`src/rtl/zjh_scan_ctrl.sv`:
```
// Four-digit multiplexed BCD display scanner for a 74HC138 + 74HC4511 pair.
// Accepts new digits through a one-word shadow register and applies them only at frame boundaries.
module zjh_scan_ctrl #(
    parameter int unsigned DIV   = 1000,
    parameter int unsigned BLANK = 2
) (
    input  logic        Clock,
    input  logic        Aclr,
    input  logic [15:0] Din,
    input  logic        Din_valid,
    output logic        Din_ready,
    input  logic        Lzb,
    output logic [1:0]  Sel,
    output logic [3:0]  Bcd,
    output logic        BI_n,
    output logic        Frame
);

    localparam int unsigned CW = (DIV > 2) ? $clog2(DIV) : 1;
    localparam int unsigned BW = $clog2(BLANK + 1);

    logic [CW-1:0] presc_q, presc_d;
    logic [BW-1:0] blank_q, blank_d;
    logic [1:0]    sel_q, sel_d;
    logic [15:0]   disp_q, disp_d;
    logic [15:0]   shadow_q, shadow_d;
    logic          full_q, full_d;
    logic [3:0]    bcd_q, bcd_d;
    logic          bi_n_q, bi_n_d;
    logic          frame_q, frame_d;

    logic slot_end;
    logic frame_end;
    logic xfer;
    logic upper_zero;

    always_comb begin
        slot_end  = (presc_q == CW'(DIV - 1));
        frame_end = slot_end && (sel_q == 2'd3);
        xfer      = Din_valid && !full_q;

        presc_d = slot_end ? '0 : presc_q + 1'b1;
        sel_d   = slot_end ? sel_q + 2'd1 : sel_q;
        if (slot_end) begin
            blank_d = BW'(BLANK);
        end else if (blank_q != '0) begin
            blank_d = blank_q - 1'b1;
        end else begin
            blank_d = blank_q;
        end

        // No bypass: a word captured on the frame edge waits for the next frame edge.
        disp_d   = (frame_end && full_q) ? shadow_q : disp_q;
        shadow_d = xfer ? Din : shadow_q;
        full_d   = full_q;
        if (frame_end && full_q) begin
            full_d = 1'b0;
        end
        if (xfer) begin
            full_d = 1'b1;
        end

        // Outputs are computed from next-state values so Sel, Bcd and BI_n move together.
        bcd_d = disp_d[{sel_d, 2'b00} +: 4];
        unique case (sel_d)
            2'd0:    upper_zero = 1'b0;
            2'd1:    upper_zero = (disp_d[15:4] == 12'h000);
            2'd2:    upper_zero = (disp_d[15:8] == 8'h00);
            default: upper_zero = (disp_d[15:12] == 4'h0);
        endcase
        bi_n_d  = (blank_d == '0) && (bcd_d <= 4'd9) && !(Lzb && upper_zero);
        frame_d = frame_end;
    end

    always_ff @(posedge Clock) begin
        if (Aclr) begin
            presc_q  <= '0;
            blank_q  <= BW'(BLANK);
            sel_q    <= 2'd0;
            disp_q   <= 16'h0000;
            shadow_q <= 16'h0000;
            full_q   <= 1'b0;
            bcd_q    <= 4'h0;
            bi_n_q   <= 1'b0;
            frame_q  <= 1'b0;
        end else begin
            presc_q  <= presc_d;
            blank_q  <= blank_d;
            sel_q    <= sel_d;
            disp_q   <= disp_d;
            shadow_q <= shadow_d;
            full_q   <= full_d;
            bcd_q    <= bcd_d;
            bi_n_q   <= bi_n_d;
            frame_q  <= frame_d;
        end
    end

    assign Din_ready = !full_q;
    assign Sel       = sel_q;
    assign Bcd       = bcd_q;
    assign BI_n      = bi_n_q;
    assign Frame     = frame_q;

endmodule

```
`config.mk`:
```
export PLATFORM = sky130hd
export DESIGN_NAME = zjh_scan_ctrl
export DESIGN_NICKNAME = d
export VERILOG_FILES = /design/src/rtl/zjh_scan_ctrl.sv
export SDC_FILE = /design/constraint.sdc
export NUM_CORES = 1
export LEC_CHECK = 0
export CAP_MARGIN = 25
export CORE_AREA = 3 3 79 63
export DETAILED_ROUTE_END_ITERATION = 8
export DIE_AREA = 0 0 82 66
export PLACE_DENSITY = 0.79
export SYNTH_ARGS = -nofsm -noshare
export SYNTH_HDL_FRONTEND = slang
export SYNTH_SLANG_ARGS = --single-unit
```
`constraint.sdc`:
```
create_clock -name Clock -period 3.5 [get_ports Clock]
set_input_delay 0.7 -clock Clock [delete_from_list [all_inputs] [get_ports Clock]]
set_output_delay 0.7 -clock Clock [all_outputs]
set_load 0.01 [all_outputs]
```
# == Yosys cells after proc, flatten, opt, wreduce, memory -nomap -nowiden ==
# Index checks and enable logic that the tools add are counted.
# word_totals
regBits,53
latch_bits,0
mem_bits_rw,0
mem_bits_ro,0
in_bits,20
out_inout_bits,9
wordCells,41
memories,0
# classes
addsub,3
n_mul,0
div_mod_pow,0
n_lt_le_gt_ge,1
n_eq_ne,4
shift,1
n_mux,7
bitwise,0
n_reduce_logical,16
# ops
op,n
$mux 16,1
$shiftx 16x5->4,1
$logic_not 12->1,1
$add 10x1->10 const B,1
$eq 10x10->1 const B,1
$logic_not 8->1,1
$logic_and 1x1->1,6
$mux 2,3
$eq 2x2->1 const B,2
$le 4x4->1 const B,1
$logic_not 2->1,2
$logic_not 4->1,1
$reduce_bool 2->1,2
$pmux 1 s3,1
$add 2x1->2 const B,1
$eq 2x1->1 const B,1
$logic_not 1->1,2
$mux 1,2
$reduce_or 2->1,1
$sub 2x1->2 const B,1

# == Longest topological paths before layout ==
# logic_depth
depth_word,9
ltp_mapped,8
ltp_nobuf,7

# == Least setup slack after synthesis ==
# No wires, ideal clock.
# synth_path
path_kind,register -> register
startpoint,register presc_q[0]
endpoint,"register bi_n_q, in the netlist BI_n"
t_arrival_ns,2.294
t_required_ns,3.414
setup_slack_ns,1.119
stages_incl_launch_ff,8
path_cell_list,dfxtp_1 -> ha_1 -> nand4b_4 -> nor4_4 -> mux2i_1 -> mux2i_1 -> a221o_1 -> a221oi_2
# synth_via
elab_chain_len,9
word_cells_on_any_way,20
cone_classes,1 x order compare; 3 x eq/ne; 1 x shift; 4 x mux; 11 x reduce/logical
# synth_lines
element,line,source
start: declaration,22,"logic [CW-1:0] presc_q, presc_d;"
start signal: assignment,87,presc_q <= presc_d;
$eq 10x10->1 *,38,slot_end = (presc_q == CW'(DIV - 1));
branches (longest 7 deep; another with $le 4x4->1),--,
$logic_and 1x1->1 *,71,bi_n_d = (blank_d == '0) && (bcd_d <= 4'd9) && !(Lzb && upper_zero);
end signal: assignment,94,bi_n_q <= bi_n_d;
end: declaration,29,"logic bi_n_q, bi_n_d;"
# Mark *: on every way between the ends.
# A chain may end at the register's enable or synchronous reset.

# == Worst setup path after layout ==
# layout_path
startpoint,"register sel_q[1], in the netlist Sel[1]"
endpoint,"register bi_n_q, in the netlist BI_n"
# layout_via
elab_chain_len,9
word_cells_on_any_way,19
cone_classes,1 x add/sub; 1 x order compare; 3 x eq/ne; 1 x shift; 3 x mux; 10 x reduce/logical
# layout_lines
element,line,source
start: declaration,24,"logic [1:0] sel_q, sel_d;"
start signal: assignment,89,sel_q <= sel_d;
branches (longest 8 deep; another with $le 4x4->1),--,
$logic_and 1x1->1 *,71,
# Marks and branches as above.

==> impl_metrics.py <==
metrics = {
    "sta": {
        "finalSetupTns_ps": 0,
        "worst_slew_pin_slew_ps": 552,
        "final_hold_viol_count": 0,
        "fmax_ghz": 0.372,
        "slew_headroom_pct": 63.1,
        "timing.final.setup_violations": 0,
        "post-route-min-period_ps": 2680,
        "finalCritPeriodShare_pct": 76.7,
        "grt_setup_unrepaired": "no",
        "fin_worst_skew_ps": 9.59,
        "worst_hold_slack_ps": 428,
        "timing_max_transition_violations_final": 0,
    },
    "setup_path": {
        "start_kind": "register",
        "crit_type": "reg2reg",
        "timing.critical_path.fanout_max": 8,
        "timing.critical_path.arrival_ps": 2910,
        "required_ps": 3720,
        "timing.critical_path.to_type": "register",
    },
    "pwr": {
        "report.power.total_mw": 1.12,
        "cell_leakage_power_nw": 1.06,
        "power.density_mw_per_mm2": 387,
        "power.internal_uw": 872,
        "sw_frac_of_total_pct": 22.1,
        "peak_supply_drop_uv": 298,
        "p_sw_uw": 248,
        "p_clk_share_pct": 36.3,
        "power.share.combinational_pct": 6.6,
        "seqPwrFrac_pct": 57.0,
    },
    "layout": {
        "fillers": 384,
        "regArea_mm2": 0.00106,
        "antenna_diode_count": 0,
        "post_layout_nonfiller_instances": 369,
        "multi_input_combinational_cell_area_mm2": 0.00134,
        "layout.nets": 333,
        "proportion_of_layout_cells_with_a_drive_suffix_above_1_pct": 6.73,
        "syn2layout_area_growth_pct": 17.1,
    },
    "clocking": {
        "holdBufCountCts": 0,
        "max_clock_buf_depth": 2,
        "tritoncts": "done",
        "clock_tree.htree_level_count": 2,
        "clock_insertion_delay_worst_skew_ps": 310,
        "post-cts-setup-buffer-count": 0,
        "clk_transition_reported_paths_ps": 90,
        "cts_num_sinks": 53,
        "tritoncts.num_buffers": 5,
        "cts_resized": 0,
        "cts-root-buf": "sky130_fd_sc_hd__clkbuf_8",
    },
    "synthesis": {
        "synth_top_cells_by_area": "sky130_fd_sc_hd__dfxtp_1, sky130_fd_sc_hd__nand2_1, sky130_fd_sc_hd__a21oi_1",
        "yosys.area_share.adder_pct": 1.01,
        "ys_dominant_reg_cell": "sky130_fd_sc_hd__dfxtp_1",
        "syn_nets": 311,
        "yosysSeqAreaShare_pct": 43.0,
        "synth.cell_area_mm2": 0.00247,
        "synth.cells.most_frequent": "sky130_fd_sc_hd__nand2_1, sky130_fd_sc_hd__dfxtp_1, sky130_fd_sc_hd__a21oi_1, sky130_fd_sc_hd__nor2_1, sky130_fd_sc_hd__mux2i_1",
        "synthXorXnorAreaFrac_pct": 3.55,
        "synth_area_in_simple_gates_pct": 25.5,
        "compound_gate_portion_of_the_synthesized_area_pct": 15.9,
        "synth_area_leader_cell": "sky130_fd_sc_hd__dfxtp_1",
        "synth_async_sr_flop_share_pct": 0,
        "syn-instance-count": 289,
        "mux_cell_area_share_after_synthesis_pct": 8.11,
        "number_of_flops_mapped_to_enable_cells_by_yosys": 0,
        "avgSynthCellArea_um2": 8.55,
        "netlist-cell-type-count": 51,
        "synth-warning-count": 0,
        "ys_seq_elements": 53,
        "largest_family_of_logic_cells_by_synthesized_area": "simple AND/OR/NAND/NOR gates",
        "post-synth-top-area-fraction_pct": 43.0,
        "post-synth-top-count-cell": "sky130_fd_sc_hd__nand2_1",
    },
    "global_routing": {
        "grt_first_pass_wirelength_mm": 9.45,
        "grt_util_all_layers_pct": 23.0,
        "grt_start_max_net_pins": 42,
        "antenna_violations_before_repair": 0,
        "grt_overflow": 0,
        "via_count_of_the_first_global_routing_pass": 1958,
    },
    "routing": {
        "detail_route.first_pass.iterations": 4,
        "remaining_drc_errors": 0,
        "route.detailed.wl_per_inst_um": 15.3,
        "detail_route.wirelength_mm": 5.66,
        "drt_iter0_markers": 265,
        "final_antenna_net_count": 0,
        "detail_route.vias_per_cell": 5.72,
        "total_via_count_after_detailed_routing": 2110,
    },
    "floorplan": {
        "chipWidth_um": 82,
        "starting_density_pct": 57.3,
        "core_area_mm2": 0.00431,
        "ports_placed_on_the_boundary": 29,
        "die_h_um": 66,
        "die_area_mm2": 0.00541,
        "rows": 21,
    },
    "placement": {
        "post-dp-hpwl_mm": 4.17,
        "routabilityCongestion": 0.987,
        "port_buffers": 28,
        "numPlacedInstances": 361,
    },
    "run_status": {
        "outcome": "finished, final reports clean",
    },
    "flow_run": {
        "max_cap_violations": 0,
    },
    "hold_path": {
        "worstHoldPathType": "reg2reg",
    },
}
path summary, 6_finish.rpt:
kind | startpoint | endpoint | slack [ps] | cells past startpoint
max reg2reg | Sel[1] | BI_n | 820 | 7
max | Sel[1] | BI_n | 820 | 7
min | blank_q[0] | blank_q[0] | 430 | 1
min reg2reg | blank_q[0] | blank_q[0] | 430 | 1
cell type report:
cell class	instances	share of cell area, %
clock inverters	2	1.34
well taps	57	2.47
flip-flops and latches	53	36.7
repair buffers	31	10.5
clock buffers	6	2.51
inverters	3	0.389
multi-input cells	217	46.2
power groups by stage:
stage,sequential [mW],clock (mW),combinational [mW]
finish,0.638,0.407,0.0744
global route,0.641,0.436,0.0831
CTS,0.638,0.416,0.0749
detailed placement,0.652,0,0.0744
global placement,0.651,0,0.0726
floorplan,0.645,0,0.0412
critical path, stage by stage (launching register included):
cell	delay, ps
sky130_fd_sc_hd__dfxtp_1	560
sky130_fd_sc_hd__ha_1	290
sky130_fd_sc_hd__nand2_1	130
sky130_fd_sc_hd__nor4_4	480
sky130_fd_sc_hd__mux2i_1	350
sky130_fd_sc_hd__mux2i_1	140
sky130_fd_sc_hd__a221o_1	350
sky130_fd_sc_hd__a221oi_2	280
metal layers:
layer	GRT usage (%)	vias up	part of all wire (%)
li1	-	1051	-
met1	33.9	964	47
met2	33.8	88	43
met3	4.09	7	8.2
met4	7.26	0	1.2
met5	0	-	0
through the flow:
step           setup WS [ps]  cell area (µm²)  utilization, %
2_1_floorplan           1120             2470               -
4_1_cts                  837             2890            67.1
5_1_grt                  666             2890            67.1
3_5_place_dp             853             2780            64.5
3_3_place_gp            1010             2780            64.5
6_report                 815             2890            67.1
placed cells by master, fill, tap and decap left out, types with 2 or more instances in the layout:
cell type,Yosys,layout
sky130_fd_sc_hd__nand2_1,72,72
sky130_fd_sc_hd__dfxtp_1,53,53
sky130_fd_sc_hd__a21oi_1,32,32
sky130_fd_sc_hd__clkdlybuf4s50_1,0,28
sky130_fd_sc_hd__nor2_1,25,25
sky130_fd_sc_hd__mux2i_1,14,14
sky130_fd_sc_hd__nand3_1,7,7
sky130_fd_sc_hd__xor2_1,6,6
sky130_fd_sc_hd__clkbuf_8,0,5
sky130_fd_sc_hd__and3_1,4,4
sky130_fd_sc_hd__a31oi_1,4,4
sky130_fd_sc_hd__xnor2_1,4,4
sky130_fd_sc_hd__inv_1,3,3
sky130_fd_sc_hd__nand2b_1,3,3
sky130_fd_sc_hd__buf_4,0,3
sky130_fd_sc_hd__nor2b_1,2,2
sky130_fd_sc_hd__o2111ai_1,2,2
sky130_fd_sc_hd__a221o_1,2,2
sky130_fd_sc_hd__a2111oi_0,2,2
sky130_fd_sc_hd__nor3_1,2,2
sky130_fd_sc_hd__or3_1,2,2
sky130_fd_sc_hd__a21boi_0,2,2
sky130_fd_sc_hd__o211ai_1,2,2
sky130_fd_sc_hd__o41ai_1,2,2
sky130_fd_sc_hd__ha_1,2,2
cell families after synthesis:
family / count (synthesis)
flops: 53
simple gates: 130
compound gates: 58
mux: 17
fa+ha+maj: 2
xor+xnor: 10
buf+inv: 19
registers in the layout, summed over array words and instances (netlist names):
name,cells
disp_q,16
shadow_q,16
presc_q,10
Bcd,4
Sel,2
blank_q,2
BI_n,1
Frame,1
full_q,1
Power figures use the tool's default switching activity.
==> variant (same flow settings) <==
Change the parameter `DIV` from 1000 to 500.
--- a/src/rtl/zjh_scan_ctrl.sv
+++ b/src/rtl/zjh_scan_ctrl.sv
@@ -1,7 +1,7 @@
 // Four-digit multiplexed BCD display scanner for a 74HC138 + 74HC4511 pair.
 // Accepts new digits through a one-word shadow register and applies them only at frame boundaries.
 module zjh_scan_ctrl #(
-    parameter int unsigned DIV   = 1000,
+    parameter int unsigned DIV   = 500,
     parameter int unsigned BLANK = 2
 ) (
     input  logic        Clock,
Formal check against the unedited RTL: no difference found for any inputs over 10 cycles, from zero or initial values; that may be too few to reach the edited logic, so the function may still have changed.
==> variant against the unedited design <==
- via count shrank 5.8%
- highest routed layer unchanged
- sequential cell count shrank 1
- final cell count shrank 7.6%
- power shrank 2.6%
- wire length shrank 6.7%
- worst setup slack gained 180 ps
- area after synthesis shrank 4.5%
- design area shrank 6.0%
==> variant: results (changes against the unedited design) <==
Worst setup path
  – Crit-path max FO: 13 (+5)
  – End point of the critical path: BI_n$_SDFF_PP0_
  – Reg2reg setup slack: 990 ps (+180 ps)
  – Arrival time at the worst endpoint: 2710 ps (-200 ps)
  – Max incr delay on CP: 480 ps (-80 ps)

Pwr
  – Comb pwr share: 6.2% (-0.4 points)
  – Psw: 234 uW (-5.6%)
  – Peak supply drop: 0.223 mV (-25%)
  – Total power: 1.09 mW (-2.6%)
  – Static Leak: 0.927 nW (-13%)

Layout
  – Top flop regs: disp_q: 16 flops, shadow_q: 16 flops, presc_q: 9 flops
  – Fraction of layout cells with a size suffix above 1: 9.51% (+2.8 points)
  – Finished Layout Cells: 341 (-7.6%)
  – Final nets: 305 (-8.4%)

Route
  – DR vias: 1988 (-5.8%)
  – Final WL: 5.28 mm (-6.7%)
  – 1st-iter DRT viols: 202 (-24%)

STA
  – Worst-margin pin slew: 681 ps (+130 ps)
  – Max Clk Rate: 399 MHz (+7.1%)
  – Clock Skew: 8.88 ps (-0.716 ps)
  – Hold Slack: 428 ps (+0.799 ps)

Status
  – Status: finished, final reports clean

Yosys
  – Post-Syn Instances: 261 (-9.7%)
  – Syn nets: 283 (-9.0%)
  – Synth cell types: 47 (-7.8%)
  – Post-synth top cells: dfxtp_1 (52), nand2_1 (37), a21oi_1 (34), nor2_1 (23), nand4_1 (16)
  – Adder-cell share of the synthesized area: 1.06% (+0.048 points)
  – Synth Area in Compound Gates: 19.8% (+3.9 points)
  – Cells taking the most area after synthesis: dfxtp_1 (44%), a21oi_1 (7.2%), nand2_1 (5.9%)
  – Mux contribution to synthesized area: 1.70% (-6.4 points)
  – XOR/XNOR share of the synthesized area: 2.97% (-0.58 points)

Global route
  – Pin count of the biggest net entering global routing: 23 (-45%)
  – Total GRT Usage: 21.1% (-1.9 points)
  – Vias in the first global route: 1848 (-5.6%)

Place
  – Hpwl dp: 3.63 mm (-13%)
  – DP Worst Slack: 1060 ps (+205 ps)
  – Cells after DPL: 333 (-7.8%)
  – Placed inst area: 0.00261 mm^2 (-6.1%)

Min path
  – Worst hold path type: reg -> reg
==> variant: cell types whose count changed after synthesis, moves of 3 or more <==
cell,delta
mux2i_1,-10
xor2_1,-4
a31oi_1,-3
nand4_1,+16
o31ai_1,+8
nand2b_1,-3
a22oi_1,+12
clkbuf_1,-5
nor4_2,+3
nand2_1,-35
buf_6,+5
nand3_1,-4
==> variant: metal layers <==
metal  routed length [um]  share of wire, %  track usage [%]  up-vias
met5                    0                 0                0        -
met4                   91               1.7             7.47        0
met3                  350               6.6             4.36       11
met2                 2390                45             31.0       68
met1                 2440                46             30.3      916
li1                     -                 -                -      993
==> variant: cell type report <==
| type | instances | area [um^2] |
|---|---|---|
| clock inverters | 2 | 35.0 |
| fillers | 385 | 1590 |
| well taps | 57 | 71.3 |
| repair buffers | 33 | 318 |
| multi-input cells | 187 | 1170 |
| inverters | 4 | 15.0 |
| flip-flops and latches | 52 | 1040 |
| clock buffers | 6 | 72.6 |
